File: src/rtl/vpg_pkg.sv
// Shared constants for the video pattern generator mode path: table field
// indices, sequencer states, well-known mode slots and PLL ROM selects.
package vpg_pkg;

  localparam logic [3:0] FLD_H_DISP   = 4'd0;
  localparam logic [3:0] FLD_H_FPORCH = 4'd1;
  localparam logic [3:0] FLD_H_SYNC   = 4'd2;
  localparam logic [3:0] FLD_H_BPORCH = 4'd3;
  localparam logic [3:0] FLD_V_DISP   = 4'd4;
  localparam logic [3:0] FLD_V_FPORCH = 4'd5;
  localparam logic [3:0] FLD_V_SYNC   = 4'd6;
  localparam logic [3:0] FLD_V_BPORCH = 4'd7;
  localparam logic [3:0] FLD_FLAGS    = 4'd8;
  localparam logic [3:0] FLD_PLL_SEL  = 4'd9;

  localparam int NUM_TIM = 8;

  typedef enum logic [3:0] {
    ST_LOAD, ST_PLL_INIT, ST_RD, ST_RD_DONE, ST_UPD, ST_UPD_DONE,
    ST_WAIT_LOCK, ST_START, ST_IDLE, ST_ERROR
  } vpg_state_e;

  localparam int VGA_640x480p60    = 0;
  localparam int SVGA_800x600p60   = 1;
  localparam int XGA_1024x768p60   = 2;
  localparam int SXGA_1280x1024p60 = 3;
  localparam int FHD_1920x1080p60  = 4;

  localparam int PLL_25  = 0;
  localparam int PLL_40  = 1;
  localparam int PLL_65  = 2;
  localparam int PLL_108 = 3;
  localparam int PLL_148 = 4;
  localparam int PLL_162 = 5;

endpackage

File: src/rtl/vpg_mode_table.sv
// Run-time writable mode timing table; one full read port for the target
// entry and a validity probe that sees a same-cycle write.
module vpg_mode_table
  import vpg_pkg::*;
#(
  parameter int NUM_MODES = 8,
  parameter int MODE_W    = 3,
  parameter int TW        = 12,
  parameter int SEL_W     = 3
) (
  input  logic                           clk_100,
  input  logic                           reset_n,
  input  logic                           wr_en,
  input  logic [MODE_W-1:0]              wr_mode,
  input  logic [3:0]                     wr_field,
  input  logic [TW-1:0]                  wr_data,
  input  logic [MODE_W-1:0]              rd_mode,
  output logic [NUM_TIM-1:0][TW-1:0]     rd_tim,
  output logic [2:0]                     rd_flags,
  output logic [SEL_W-1:0]               rd_sel,
  input  logic [MODE_W-1:0]              chk_mode,
  output logic                           chk_ok
);
  localparam int IW = (NUM_MODES > 1) ? $clog2(NUM_MODES) : 1;

  logic [NUM_MODES-1:0][NUM_TIM-1:0][TW-1:0] tim_q, tim_d;
  logic [NUM_MODES-1:0][2:0]                 flags_q, flags_d;
  logic [NUM_MODES-1:0][SEL_W-1:0]           sel_q, sel_d;
  logic [IW-1:0] wr_idx, rd_idx, chk_idx;
  logic [TW-1:0] chk_h, chk_v;

  assign wr_idx  = IW'(wr_mode);
  assign rd_idx  = IW'(rd_mode);
  assign chk_idx = IW'(chk_mode);

  always_comb begin
    tim_d   = tim_q;
    flags_d = flags_q;
    sel_d   = sel_q;
    if (wr_en && (32'(wr_mode) < NUM_MODES)) begin
      if (wr_field < FLD_FLAGS)          tim_d[wr_idx][wr_field[2:0]] = wr_data;
      else if (wr_field == FLD_FLAGS)    flags_d[wr_idx] = wr_data[2:0];
      else if (wr_field == FLD_PLL_SEL)  sel_d[wr_idx] = wr_data[SEL_W-1:0];
    end
  end

  always_ff @(posedge clk_100 or negedge reset_n) begin
    if (!reset_n) begin
      tim_q   <= '0;
      flags_q <= '0;
      sel_q   <= '0;
      // slot 0 boots as 640x480p60 so the default mode has a usable entry
      tim_q[0] <= {TW'(33), TW'(2), TW'(10), TW'(480),
                   TW'(48), TW'(96), TW'(16), TW'(640)};
    end else begin
      tim_q   <= tim_d;
      flags_q <= flags_d;
      sel_q   <= sel_d;
    end
  end

  assign rd_tim   = tim_q[rd_idx];
  assign rd_flags = flags_q[rd_idx];
  assign rd_sel   = sel_q[rd_idx];

  // forward a write landing this cycle so the request judges the new value
  always_comb begin
    chk_h = tim_q[chk_idx][3'(FLD_H_DISP)];
    chk_v = tim_q[chk_idx][3'(FLD_V_DISP)];
    if (wr_en && wr_mode == chk_mode && wr_field == FLD_H_DISP) chk_h = wr_data;
    if (wr_en && wr_mode == chk_mode && wr_field == FLD_V_DISP) chk_v = wr_data;
    chk_ok = (32'(chk_mode) < NUM_MODES) && (chk_h != '0) && (chk_v != '0);
  end

endmodule

File: src/rtl/vpg_mode_ctrl.sv
// Mode apply sequencer: latches a table entry, drives the PLL reconfig
// handshake, waits for lock with timeout/retry, then releases the timing gen.
module vpg_mode_ctrl
  import vpg_pkg::*;
#(
  parameter int NUM_MODES    = 8,
  parameter int MODE_W       = 3,
  parameter int TW           = 12,
  parameter int SEL_W        = 3,
  parameter int LOCK_TIMEOUT = 1000000,
  parameter int MAX_RETRY    = 3,
  parameter int TC_LEN       = 8,
  parameter int DEFAULT_MODE = 0
) (
  input  logic              clk_100,
  input  logic              reset_n,
  input  logic              req_valid,
  input  logic [MODE_W-1:0] req_mode,
  input  logic              tbl_wr_en,
  input  logic [MODE_W-1:0] tbl_wr_mode,
  input  logic [3:0]        tbl_wr_field,
  input  logic [TW-1:0]     tbl_wr_data,
  input  logic              pll_busy,
  input  logic              pll_locked,
  output logic [SEL_W-1:0]  pll_sel,
  output logic              pll_write_from_rom,
  output logic              pll_reconfig,
  output logic [TW-1:0]     h_disp,
  output logic [TW-1:0]     h_fporch,
  output logic [TW-1:0]     h_sync,
  output logic [TW-1:0]     h_bporch,
  output logic [TW-1:0]     v_disp,
  output logic [TW-1:0]     v_fporch,
  output logic [TW-1:0]     v_sync,
  output logic [TW-1:0]     v_bporch,
  output logic              hs_polarity,
  output logic              vs_polarity,
  output logic              frame_interlaced,
  output logic              timing_change,
  output logic [MODE_W-1:0] active_mode,
  output logic              cfg_busy,
  output logic              err_invalid,
  output logic              err_lock
);
  localparam int TO_W = $clog2(LOCK_TIMEOUT + 1);
  localparam int RT_W = $clog2(MAX_RETRY + 1);
  localparam int TC_W = $clog2(TC_LEN + 1);

  vpg_state_e state_q, state_d;
  logic [MODE_W-1:0] target_q, target_d, active_q, active_d;
  logic [NUM_TIM-1:0][TW-1:0] tim_q, tim_d, rd_tim;
  logic [2:0] flags_q, flags_d, rd_flags;
  logic [SEL_W-1:0] sel_q, sel_d, rd_sel;
  logic wfr_q, wfr_d, rcfg_q, rcfg_d, tc_q, tc_d;
  logic err_inv_q, err_inv_d, err_lock_q, err_lock_d;
  logic [TO_W-1:0] to_cnt_q, to_cnt_d;
  logic [RT_W-1:0] retry_q, retry_d;
  logic [TC_W-1:0] tc_cnt_q, tc_cnt_d;
  logic lock_meta_q, lock_s_q, chk_ok, in_seq;

  vpg_mode_table #(
    .NUM_MODES(NUM_MODES), .MODE_W(MODE_W), .TW(TW), .SEL_W(SEL_W)
  ) u_tbl (
    .clk_100(clk_100), .reset_n(reset_n),
    .wr_en(tbl_wr_en), .wr_mode(tbl_wr_mode), .wr_field(tbl_wr_field),
    .wr_data(tbl_wr_data),
    .rd_mode(target_q), .rd_tim(rd_tim), .rd_flags(rd_flags), .rd_sel(rd_sel),
    .chk_mode(req_mode), .chk_ok(chk_ok)
  );

  assign in_seq = (state_q inside {ST_PLL_INIT, ST_RD, ST_RD_DONE, ST_UPD,
                                   ST_UPD_DONE, ST_WAIT_LOCK});

  always_comb begin
    state_d = state_q;  target_d = target_q;  active_d = active_q;
    tim_d = tim_q;  flags_d = flags_q;  sel_d = sel_q;
    wfr_d = wfr_q;  rcfg_d = rcfg_q;  tc_d = tc_q;
    err_inv_d = 1'b0;  err_lock_d = err_lock_q;
    to_cnt_d = to_cnt_q;  retry_d = retry_q;  tc_cnt_d = tc_cnt_q;
    case (state_q)
      ST_LOAD: begin
        tim_d = rd_tim;  flags_d = rd_flags;  sel_d = rd_sel;
        active_d = target_q;  tc_d = 1'b1;  to_cnt_d = '0;
        state_d = ST_PLL_INIT;
      end
      ST_PLL_INIT: begin wfr_d = 1'b0; rcfg_d = 1'b0; state_d = ST_RD; end
      ST_RD:       if (!pll_busy) begin wfr_d = 1'b1;  state_d = ST_RD_DONE;  end
      ST_RD_DONE:  if (!pll_busy) begin wfr_d = 1'b0;  state_d = ST_UPD;      end
      ST_UPD:      if (!pll_busy) begin rcfg_d = 1'b1; state_d = ST_UPD_DONE; end
      ST_UPD_DONE: if (!pll_busy) begin rcfg_d = 1'b0; state_d = ST_WAIT_LOCK; end
      ST_WAIT_LOCK: if (lock_s_q) begin
        tc_cnt_d = TC_W'(TC_LEN - 1);
        state_d  = ST_START;
      end
      ST_START: begin
        if (tc_cnt_q == '0) begin tc_d = 1'b0; state_d = ST_IDLE; end
        else tc_cnt_d = tc_cnt_q - 1'b1;
      end
      // lock loss while running re-enters the lock wait without a retry
      ST_IDLE: if (!lock_s_q) begin
        tc_d = 1'b1;  to_cnt_d = '0;  state_d = ST_WAIT_LOCK;
      end
      ST_ERROR: tc_d = 1'b1;
      default:  state_d = ST_ERROR;
    endcase
    if (in_seq && !(state_q == ST_WAIT_LOCK && lock_s_q)) begin
      if (to_cnt_q == TO_W'(LOCK_TIMEOUT - 1)) begin
        wfr_d = 1'b0;  rcfg_d = 1'b0;  to_cnt_d = '0;
        if (retry_q != RT_W'(MAX_RETRY)) retry_d = retry_q + 1'b1;
        if (32'(retry_q) + 1 < MAX_RETRY) state_d = ST_PLL_INIT;
        else begin state_d = ST_ERROR; err_lock_d = 1'b1; end
      end else begin
        to_cnt_d = to_cnt_q + 1'b1;
      end
    end
    // a valid request pre-empts whatever the sequencer was doing
    if (req_valid) begin
      if (chk_ok) begin
        target_d = req_mode;  state_d = ST_LOAD;
        wfr_d = 1'b0;  rcfg_d = 1'b0;  retry_d = '0;  err_lock_d = 1'b0;
        to_cnt_d = '0;
      end else begin
        err_inv_d = 1'b1;
      end
    end
  end

  always_ff @(posedge clk_100 or negedge reset_n) begin
    if (!reset_n) begin
      lock_meta_q <= 1'b0;  lock_s_q <= 1'b0;
      state_q  <= ST_LOAD;
      target_q <= MODE_W'(DEFAULT_MODE);
      active_q <= MODE_W'(DEFAULT_MODE);
      tim_q <= '0;  flags_q <= '0;  sel_q <= '0;
      wfr_q <= 1'b0;  rcfg_q <= 1'b0;  tc_q <= 1'b1;
      err_inv_q <= 1'b0;  err_lock_q <= 1'b0;
      to_cnt_q <= '0;  retry_q <= '0;  tc_cnt_q <= '0;
    end else begin
      lock_meta_q <= pll_locked;  lock_s_q <= lock_meta_q;
      state_q <= state_d;  target_q <= target_d;  active_q <= active_d;
      tim_q <= tim_d;  flags_q <= flags_d;  sel_q <= sel_d;
      wfr_q <= wfr_d;  rcfg_q <= rcfg_d;  tc_q <= tc_d;
      err_inv_q <= err_inv_d;  err_lock_q <= err_lock_d;
      to_cnt_q <= to_cnt_d;  retry_q <= retry_d;  tc_cnt_q <= tc_cnt_d;
    end
  end

  assign h_disp   = tim_q[0];
  assign h_fporch = tim_q[1];
  assign h_sync   = tim_q[2];
  assign h_bporch = tim_q[3];
  assign v_disp   = tim_q[4];
  assign v_fporch = tim_q[5];
  assign v_sync   = tim_q[6];
  assign v_bporch = tim_q[7];
  assign {frame_interlaced, vs_polarity, hs_polarity} = flags_q;
  assign pll_sel            = sel_q;
  assign pll_write_from_rom = wfr_q;
  assign pll_reconfig       = rcfg_q;
  assign timing_change      = tc_q;
  assign active_mode        = active_q;
  assign cfg_busy           = !(state_q inside {ST_IDLE, ST_ERROR});
  assign err_invalid        = err_inv_q;
  assign err_lock           = err_lock_q;

endmodule
File: config.mk
export PLATFORM = sky130hd
export DESIGN_NAME = vpg_mode_ctrl
export DESIGN_NICKNAME = d
export VERILOG_FILES = /design/src/rtl/vpg_pkg.sv /design/src/rtl/vpg_mode_table.sv /design/src/rtl/vpg_mode_ctrl.sv
export SDC_FILE = /design/constraint.sdc
export NUM_CORES = 1
export LEC_CHECK = 0
export CAP_MARGIN = 30
export CELL_PAD_IN_SITES_DETAIL_PLACEMENT = 0
export CELL_PAD_IN_SITES_GLOBAL_PLACEMENT = 2
export CORE_MARGIN = 2
export CORE_UTILIZATION = 45
export DETAILED_ROUTE_END_ITERATION = 16
export PLACE_DENSITY = 0.9
export SLEW_MARGIN = 10
export SYNTH_ARGS = -nofsm -noshare
export SYNTH_HDL_FRONTEND = slang
export SYNTH_SLANG_ARGS = --single-unit
File: constraint.sdc
create_clock -name clk_100 -period 2.94 [get_ports clk_100]
set_input_delay 0.735 -clock clk_100 [delete_from_list [all_inputs] [get_ports clk_100]]
set_output_delay 0.735 -clock clk_100 [all_outputs]
set_load 0.01 [all_outputs]
* Yosys cells after proc, flatten, opt, wreduce, memory -nomap -nowiden *
Index checks and enable logic that the tools add are counted.

operators by class
  bitwise gates (word level) = 2
  eq/ne operators = 19
  add/sub/neg operators = 4
  reductions and logical operators = 26
  $lt $le $gt $ge = 8
  muxes and demuxes = 70

operator list
  operator                 count
  $bwmux W768              1
  $bmux W96 S3             2
  $demux W96 S3            1
  $mux W96                 2
  $mux W20                 5
  $mux W60                 1
  $mux W4                  14
  $bwmux W24               2
  $pmux W20 S2             1
  $pmux W4 S10             1
  $demux W12 S3            1
  $mux W12                 3
  $reduce_bool A12 Y1      2
  $mux W1                  21
  $add A20 B1 Y20 const B  1
  $eq A20 B20 Y1 const B   1
  $eq A4 B3 Y1 const B     5
  $bmux W3 S3              2
  $eq A4 B4 Y1 const B     4
  $lt A3 B4 Y1 const B     4
  $logic_not A4 Y1         3
  $mux W2                  5
  $ne A2 B2 Y1 const B     5
  $demux W3 S3             1
  22 further kinds         41

storage, ports and cells
  output and inout port bits = 111
  logic and storage cells = 232
  bits of input ports = 28
  register bits after elaboration = 961

* Logic depth before layout (Yosys ltp) *
Gate-level depths: netlist of the first run.

  word-level depth = 8
  gate-level depth with buffers = 11
  gate-level depth less buffers = 8

* Modules after synthesis *
A second synthesis of the first run with hierarchy kept.

unflattened totals
  cell total of the unflattened synthesis = 2845
  area, all modules = 43625.6 um2

modules (own cells, without submodules)
  module          cells an instance  area each (um2)  sequential area each (um2)  instances
  vpg_mode_table  2384               37541.0          20439.6                     1
  vpg_mode_ctrl   461                6084.6           3629.7                      1

* Worst setup path before layout of the first run *
No wires, ideal clock.

  path type = input-to-reg
  from = in tbl_wr_field[3]
  to = reg to_cnt_q[14]
  setup slack = 217 ps
  stages on the path = 10
  setup time = 121 ps
  buffers on the path = 3
  data required time = 2819 ps
  data arrival time = 2603 ps
  cell sequence = or3b_1 -> buf_2 -> nor3_4 -> nand2_1 -> mux2i_1 -> a31oi_1 -> nor4b_4 -> buf_4 -> buf_6 -> nor2_1

on the way
  word-level cells in the longest chain between the ends = 7
  elaborated cells between the ends (all ways) = 11
  those cells by class = eq/ne (1); mux (4); reduce/logical (6)

ends and longest elaborated chain
  element                                           line                                        RTL
  start: declaration                                vpg_mode_ctrl.sv:21                         input logic [3:0] tbl_wr_field,
  $eq A4 B3 Y1 or $logic_not A4 Y1 (tied branches)  vpg_mode_table.sv:71, vpg_mode_table.sv:70
  $logic_and A1 B1 Y1, on equally long branches     vpg_mode_table.sv:71, vpg_mode_table.sv:70
  $mux W12, on equally long branches                vpg_mode_table.sv:71, vpg_mode_table.sv:70
  $reduce_bool A12 Y1                               vpg_mode_table.sv:72                        chk_ok = (32'(chk_mode) < NUM_MODES) && (chk_h != '0) && (chk_v != '0);
  $logic_and A1 B1 Y1 *                             vpg_mode_table.sv:72
  $mux W20 *                                        vpg_mode_ctrl.sv:118                        if (chk_ok) begin
  $mux W20 *                                        vpg_mode_ctrl.sv:117                        if (req_valid) begin
  net to_cnt_d[14]                                  vpg_mode_ctrl.sv:56                         logic [TO_W-1:0] to_cnt_q, to_cnt_d;
  end signal: assignment                            vpg_mode_ctrl.sv:144                        to_cnt_q <= to_cnt_d; retry_q <= retry_d; tc_cnt_q <= tc_cnt_d;
  end: declaration                                  vpg_mode_ctrl.sv:56

Mark *: on every way through the listed nets, which the timed path passes. The rest lies on a longest branch.
A chain may end at the register's enable or synchronous reset.

* Worst setup path in the final report of the first run *
  from = in req_mode[0]
  to = reg rcfg_q (netlist: pll_reconfig)

on the way
  word-level cells in the longest chain between the ends = 8
  elaborated cells between the ends (all ways) = 13
  those cells by class = eq/ne (1); mux (6); reduce/logical (6)

ends and longest elaborated chain
  element                                               line                  RTL
  start: declaration                                    vpg_mode_ctrl.sv:18   input logic [MODE_W-1:0] req_mode,
  branches (longest 5 deep; another with $bmux W96 S3)  --
  $logic_and A1 B1 Y1 *                                 vpg_mode_table.sv:72
  $mux W1 *                                             vpg_mode_ctrl.sv:118
  $mux W1 *                                             vpg_mode_ctrl.sv:117
  net rcfg_d                                            vpg_mode_ctrl.sv:54   logic wfr_q, wfr_d, rcfg_q, rcfg_d, tc_q, tc_d;
  end signal: assignment                                vpg_mode_ctrl.sv:142  wfr_q <= wfr_d; rcfg_q <= rcfg_d; tc_q <= tc_d;
  end: declaration                                      vpg_mode_ctrl.sv:54

Mark *: on every way through the listed nets, which the timed path passes. The select of a mux whose other input is x is not followed.

==> results of run 1 <==
[flip-flops by register name (all words and copies together) (netlist names), 2 cells and up]
signal	count
u_tbl.sel_q	24
v_sync	12
v_fporch	12
retry_q	2
active_mode	3
target_q	3
h_fporch	12
tc_cnt_q	4
state_q	4
h_sync	12
u_tbl.flags_q	24
h_disp	12
h_bporch	12
to_cnt_q	20
pll_sel	3
v_disp	12
u_tbl.tim_q	768
flags_q	3
v_bporch	12
[report_power, final]
group	total, mW	switching, mW	internal (mW)
combinational	10.4	5.13	5.30
sequential	16.5	1.45	15.1
clock	13.0	5.25	7.79
total	40.0	11.8	28.1
[routing by layer]
| metal | track usage [%] | vias up |
|---|---|---|
| met2 | 37.54 | 669 |
| met1 | 30.10 | 14110 |
| met4 | 6.775 | 0 |
| met3 | 3.464 | 169 |
| met5 | 0 | - |
| li1 | - | 11340 |
[worst max-delay path, stage by stage]
cell and delay (ps):
clkdlybuf4s50_1 640, or4b_2 620, o221ai_1 210, nand3b_1 110
a31oi_1 370, nor4b_4 90, buf_4 180, buf_12 170
nor3_1 240
[synthesized netlist by cell type, types with 4 or more instances]
master	count	share of area, %
a21o_1	4	0.070
a21oi_1	127	1.5
a22oi_1	8	0.14
a311oi_1	5	0.10
a31oi_1	5	0.072
a41oi_1	5	0.10
and2_1	8	0.12
and3_1	4	0.058
buf_1	24	0.21
buf_2	4	0.046
clkbuf_1	233	2.0
dfrtp_1	944	55
dfstp_2	17	1.0
inv_1	5	0.043
mux2_2	822	21
mux2i_1	105	2.4
mux4_2	204	11
nand2_1	73	0.63
nand3_1	26	0.30
nand3b_1	7	0.12
nand4_1	7	0.10
nor2_1	188	1.6
nor2b_1	4	0.058
nor3_1	11	0.13
nor3b_1	5	0.087
nor4_1	50	0.72
o21ai_0	22	0.26
or2_2	4	0.058
or3_1	4	0.058
or3b_2	4	0.081
[logic make-up after synthesis]
logic type	synth area share (%)
simple gates	4.694
xor+xnor	0.06086
buf+inv	2.367
flops	55.74
compound gates	2.567
mux	34.51
fa+ha+maj	0.05794
[stage by stage]
stage | hold slack, ps | instance area, um2 | util (%) | TNS [ps] | total power [mW]
after CTS | 41.25 | 50960 | 53.64 | 0 | 40.46
final | 38.92 | 51010 | 53.69 | 0 | 39.97
after global placement | 333.0 | 47550 | 50.05 | -24650 | 26.96
after global routing | 66.20 | 51010 | 53.69 | 0 | 41.87
after floorplan | 331.2 | 43180 | - | 0 | 22.64
after detailed placement | 344.1 | 47550 | 50.05 | -26700 | 27.29
[area by class of cell]
| type | instances | area share (%) |
|---|---|---|
| multi-input combinational | 1748 | 35.48 |
| antenna | 2 | 0.009811 |
| clock inverter | 38 | 1.008 |
| inverter | 5 | 0.03679 |
| clock buffer | 145 | 5.669 |
| tap | 1265 | 3.103 |
| sequential | 961 | 47.21 |
| timing repair buffer | 353 | 7.479 |
[timing repair]
action / 4_1_cts / 5_1_grt
endpoints found under the hold margin: 0 / 0
hold buffers: 0 / 0
setup endpoints to repair: 1 / 1
gates resized for setup: 3 / 1
[layout by cell type, fill, tap and decap left out, types with 8 or more instances in the layout]
master             n
dfrtp_1          939
mux2_2           822
mux4_2           204
nor2_1           188
buf_4            145
a21oi_1          127
clkdlybuf4s50_1  124
mux2i_1          105
clkbuf_16        100
nand2_1           73
buf_12            70
nor4_1            49
nand3_1           26
clkbuf_1          23
o21ai_0           22
clkbuf_8          22
clkinv_2          18
dfstp_2           17
buf_2             12
nor3_1            11
bufinv_16         11
a22oi_1            8
and2_1             8
[worst paths after layout]
path                                    end  slack [ps]
max                            pll_reconfig         130
min                        u_tbl.tim_q[129]          40
max reg2reg                    pll_reconfig         310
min reg2reg                        lock_s_q         360
max in group asynchronous   u_tbl.tim_q[16]        1870
min in group clk_100               lock_s_q         360
==> out/metrics.cfg, run 1 <==
[sta]
layout_min_cycle_time_ps=2815
drv_slew=0
fin_crit_sh_pct=95.73
slew_headroom_pct=33.95
tightestPinTransition_ps=990.7
fin_ws_ps=125.5
setup_violations=0
clock_skew_ps=23.30
timing.fmax_mhz=355.3
rsz0062_at_grt=no
hold_viol_final=0

[clock_network]
clkLatencyLatePin_ps=680
path_clk_slew_ps=60
postCtsSetupBuffers=0
clockBufferDepth=3
htreeDepth=3
clockRootBuffer=clkbuf_16
cts_buffers=98
cts_sinks=961
cts_tree=built

[pwr]
ir_drop_uv=459.5
leakage_nw=23.76
powerDensity_nw_per_um2=783.6

[route]
avgViaCountPerCell=5.819
dr_wl_met3_mm=5.164
wl_mm=109.2
drt-wirelength-per-cell_um=24.17
dr.pass1.iters=5
num_vias=26280
drt-met1-wl_mm=46.94
routed-wl-met2_mm=54.33
top_layer=met4
post-route-drc-count=0
drtAntennaViolNets=0
drt_iter0_drc=2001

[critical_path]
reg2reg_from=u_tbl.tim_q[727]
crit_fanout=29
critical_path_class=primary input to flop
worstSetupStartpoint=req_mode[0]
crit_path_end_kind=flop
cp_data_required_time_ps=3510
worstRegToRegCells=10
cp-start-kind=primary input
cp.arrival_ps=3380

[floorplanning]
start_util_pct=45.45
core_um2=95010
fp.dieW_um=313.8
pin_count=139
die_area_um2=98450
dieHeight_um=313.8
fp-row-count=113

[synth]
syn-num-nets=3007
yosys_warnings=0
yosysSeqAreaShare_pct=55.74
ys_seq_elements=961
synth_edf_count=0
synth.distinct_cells=59
synth.avg_cell_area_um2=14.50
synth_ff_type=dfrtp_1
synth_cells=2977
netlist_area_um2=43180
synthArstFlopShare_pct=100.0

[layout]
syn2layout_area_growth_pct=18.13
nNetsFinal=3197
multi_input_area_um2=18100
fillers=7698
fin_cells=4517
regArea_um2=24080
drive_above_1_share_pct=44.71

[placed_design]
io_buffers=138
pre_cts_slack_ps=-532.7
routabilityCongestion=0.8474
place_inst=4330
hpwl_mm=70.95

[worst_hold_path]
worstHoldPathType=primary input to asynchronous set/reset pin

[global_route]
grt_first_pass_wirelength_mm=170.1
grt_max_degree=95
antenna_found_initial=2
overflow=0
grt.total_usage_pct=22.36
grt_pass1_vias=28200

[status]
status=finished, final reports clean

[run]
cap_violations=0

(Power assumes the default switching activity.)
==> run 2, diff against run 1 <==
--- a/config.mk
+++ b/config.mk
@@ -12,6 +12,7 @@
 export CORE_UTILIZATION = 45
 export DETAILED_ROUTE_END_ITERATION = 16
 export PLACE_DENSITY = 0.9
+export SKIP_CTS_REPAIR_TIMING = 1
 export SLEW_MARGIN = 10
 export SYNTH_ARGS = -nofsm -noshare
 export SYNTH_HDL_FRONTEND = slang
==> run 2 against run 1 <==
Die area is the same. Highest routed layer unchanged. Wire length barely moved. Count of clock-buffer cells in the layout is the same. Critical path type is now flop to primary output.
==> out/metrics.cfg, run 2 (same netlist as run 1, synthesis figures left out) <==
[placed_design]
placed_area_um2=47550  ; unchanged
hpwl_mm=70.95  ; unchanged
routabilityCongestion=0.8474  ; unchanged
io_buffers=138  ; unchanged

[critical_path]
crit_fanout=6  ; -79%
slowest_stage=or3b_2
max_stage_delay_ps=520  ; -120 ps
crit_path_end_kind=primary output
cp_data_required_time_ps=2200  ; -1310 ps
critPathTopFamily=simple AND/OR/NAND/NOR gates
cp-start-kind=flop
path_buf_inv=1  ; -2
critical_path_class=flop to primary output
cp.arrival_ps=2140  ; -1240 ps
cp_cell_sequence=or3b_2 -> clkdlybuf4s50_1

[route]
post-route-drc-count=0  ; unchanged
drtAntennaViolNets=0  ; unchanged
avgViaCountPerCell=5.805  ; -0.23%
drt-wirelength-per-cell_um=24.13  ; -0.17%
dr.pass1.iters=5  ; unchanged
drt_iter0_drc=1996  ; -0.25%
num_vias=26250  ; -0.12%
wl_mm=109.1  ; about the same

[floorplanning]
fp-row-count=113  ; unchanged
die_area_um2=98450  ; unchanged
pin_count=139  ; unchanged
start_util_pct=45.45  ; unchanged
fp.dieW_um=313.8  ; unchanged
core_um2=95010  ; unchanged
dieHeight_um=313.8  ; unchanged

[global_route]
grt_first_pass_wirelength_mm=170.1  ; unchanged
antenna_found_initial=2  ; unchanged
grt.total_usage_pct=22.36  ; unchanged
grt_pass1_vias=28200  ; unchanged
overflow=0  ; unchanged
grt_max_degree=95  ; unchanged

[layout]
drive_above_1_share_pct=44.78  ; +0.068 points
top_regs=u_tbl.tim_q: 768 flops, u_tbl.flags_q: 24 flops, u_tbl.sel_q: 24 flops
layout_commonest_cell=dfrtp_1
nNetsFinal=3201  ; +0.13%
fillers=7696  ; -0.026%
layout_common_cells=dfrtp_1 (939), mux2_2 (822), mux4_2 (204)
multi_input_area_um2=18100  ; unchanged
largest_reg_flops=768  ; unchanged
syn2layout_area_growth_pct=18.21  ; about the same
final_cell_area_um2=51040  ; about the same
regMostFlops=u_tbl.tim_q
regArea_um2=24080  ; unchanged

[status]
status=finished, final reports clean

[sta]
tightestPinTransition_ps=988.3  ; -2.419 ps
drv_slew=0  ; unchanged
layout_min_cycle_time_ps=2873  ; +58.06 ps
fin_crit_sh_pct=97.71  ; +2.0 points
rsz0062_at_grt=no
setup_violations=0  ; unchanged
clock_skew_ps=24.00  ; +0.7008 ps
hold_viol_final=0  ; unchanged
slew_headroom_pct=34.11  ; +0.16 points
timing.fmax_mhz=348.1  ; -2.0%
setup_tns_ps=0  ; unchanged

[clock_network]
clockRootBuffer=clkbuf_16
cts_tree=built
path_clk_slew_ps=70  ; about the same
cts_sinks=961  ; unchanged
clockBufferDepth=3  ; unchanged
cts_buffers=98  ; unchanged
clkLatencyLatePin_ps=680  ; about the same
htreeDepth=3  ; unchanged

[worst_hold_path]
worstHoldPathType=primary input to asynchronous set/reset pin

[pwr]
leakage_nw=23.78  ; about the same
ir_drop_uv=460.9  ; +0.30%
powerDensity_nw_per_um2=784.1  ; about the same

[run]
cap_violations=0  ; unchanged

run 2: cell types whose count changed in the layout (fill, tap and decap cells not counted), sizes merged:
cell / delta
buf: +4
clkdlybuf4s50: +1
diode: +1
dlygate4sd2: -1
run 2: final cells by class:
cell class | instances | share of cell area (%)
antenna | 3 | 0.01471
clock buffer | 145 | 5.665
clock inverter | 38 | 1.007
inverter | 5 | 0.03677
multi-input combinational | 1748 | 35.46
sequential | 961 | 47.18
tap | 1265 | 3.101
timing repair buffer | 357 | 7.535
run 2: power by group:
| group | switching [mW] | total, mW | internal (mW) |
|---|---|---|---|
| Sequential | 1.42 | 16.5 | 15.1 |
| Clock | 5.26 | 13.0 | 7.78 |
| Combinational | 5.17 | 10.5 | 5.33 |
run 2: stage by stage:
| step | hold WS, ps | cells | utilization (%) | power [mW] | setup WS [ps] |
|---|---|---|---|---|---|
| 5_1_grt | 66.20 | 4520 | 53.72 | 41.91 | 2.001 |
| 3_5_place_dp | 344.1 | 4330 | 50.05 | 27.29 | -532.7 |
| 2_1_floorplan | 331.2 | 2977 | - | 22.64 | 216.6 |
| 6_report | 37.37 | 4522 | 53.72 | 40.02 | 67.43 |
| 4_1_cts | 41.25 | 4513 | 53.63 | 40.45 | -71.92 |
| 3_3_place_gp | 333.0 | 4330 | 50.05 | 26.96 | -489.4 |
run 2: path summary, 6_finish.rpt:
check	depth (start not counted)	slack (ps)	to	from
setup / recovery	2	70	cfg_busy	state_q[1]
hold / removal	1	40	u_tbl.tim_q[129]	reset_n
setup reg to reg	9	350	pll_reconfig	u_tbl.tim_q[491]
hold reg to reg	0	360	lock_s_q	lock_meta_q
max in group asynchronous	3	1860	u_tbl.tim_q[16]	reset_n
min in group clk_100	0	360	lock_s_q	lock_meta_q
run 2: routing by layer:
layer,vias up,part of all wire (%),track usage (%)
met1,14070,43,30.10
met3,166,4.7,3.464
met5,-,0,0
met4,0,2.4,6.775
met2,653,50,37.54
li1,11360,-,-
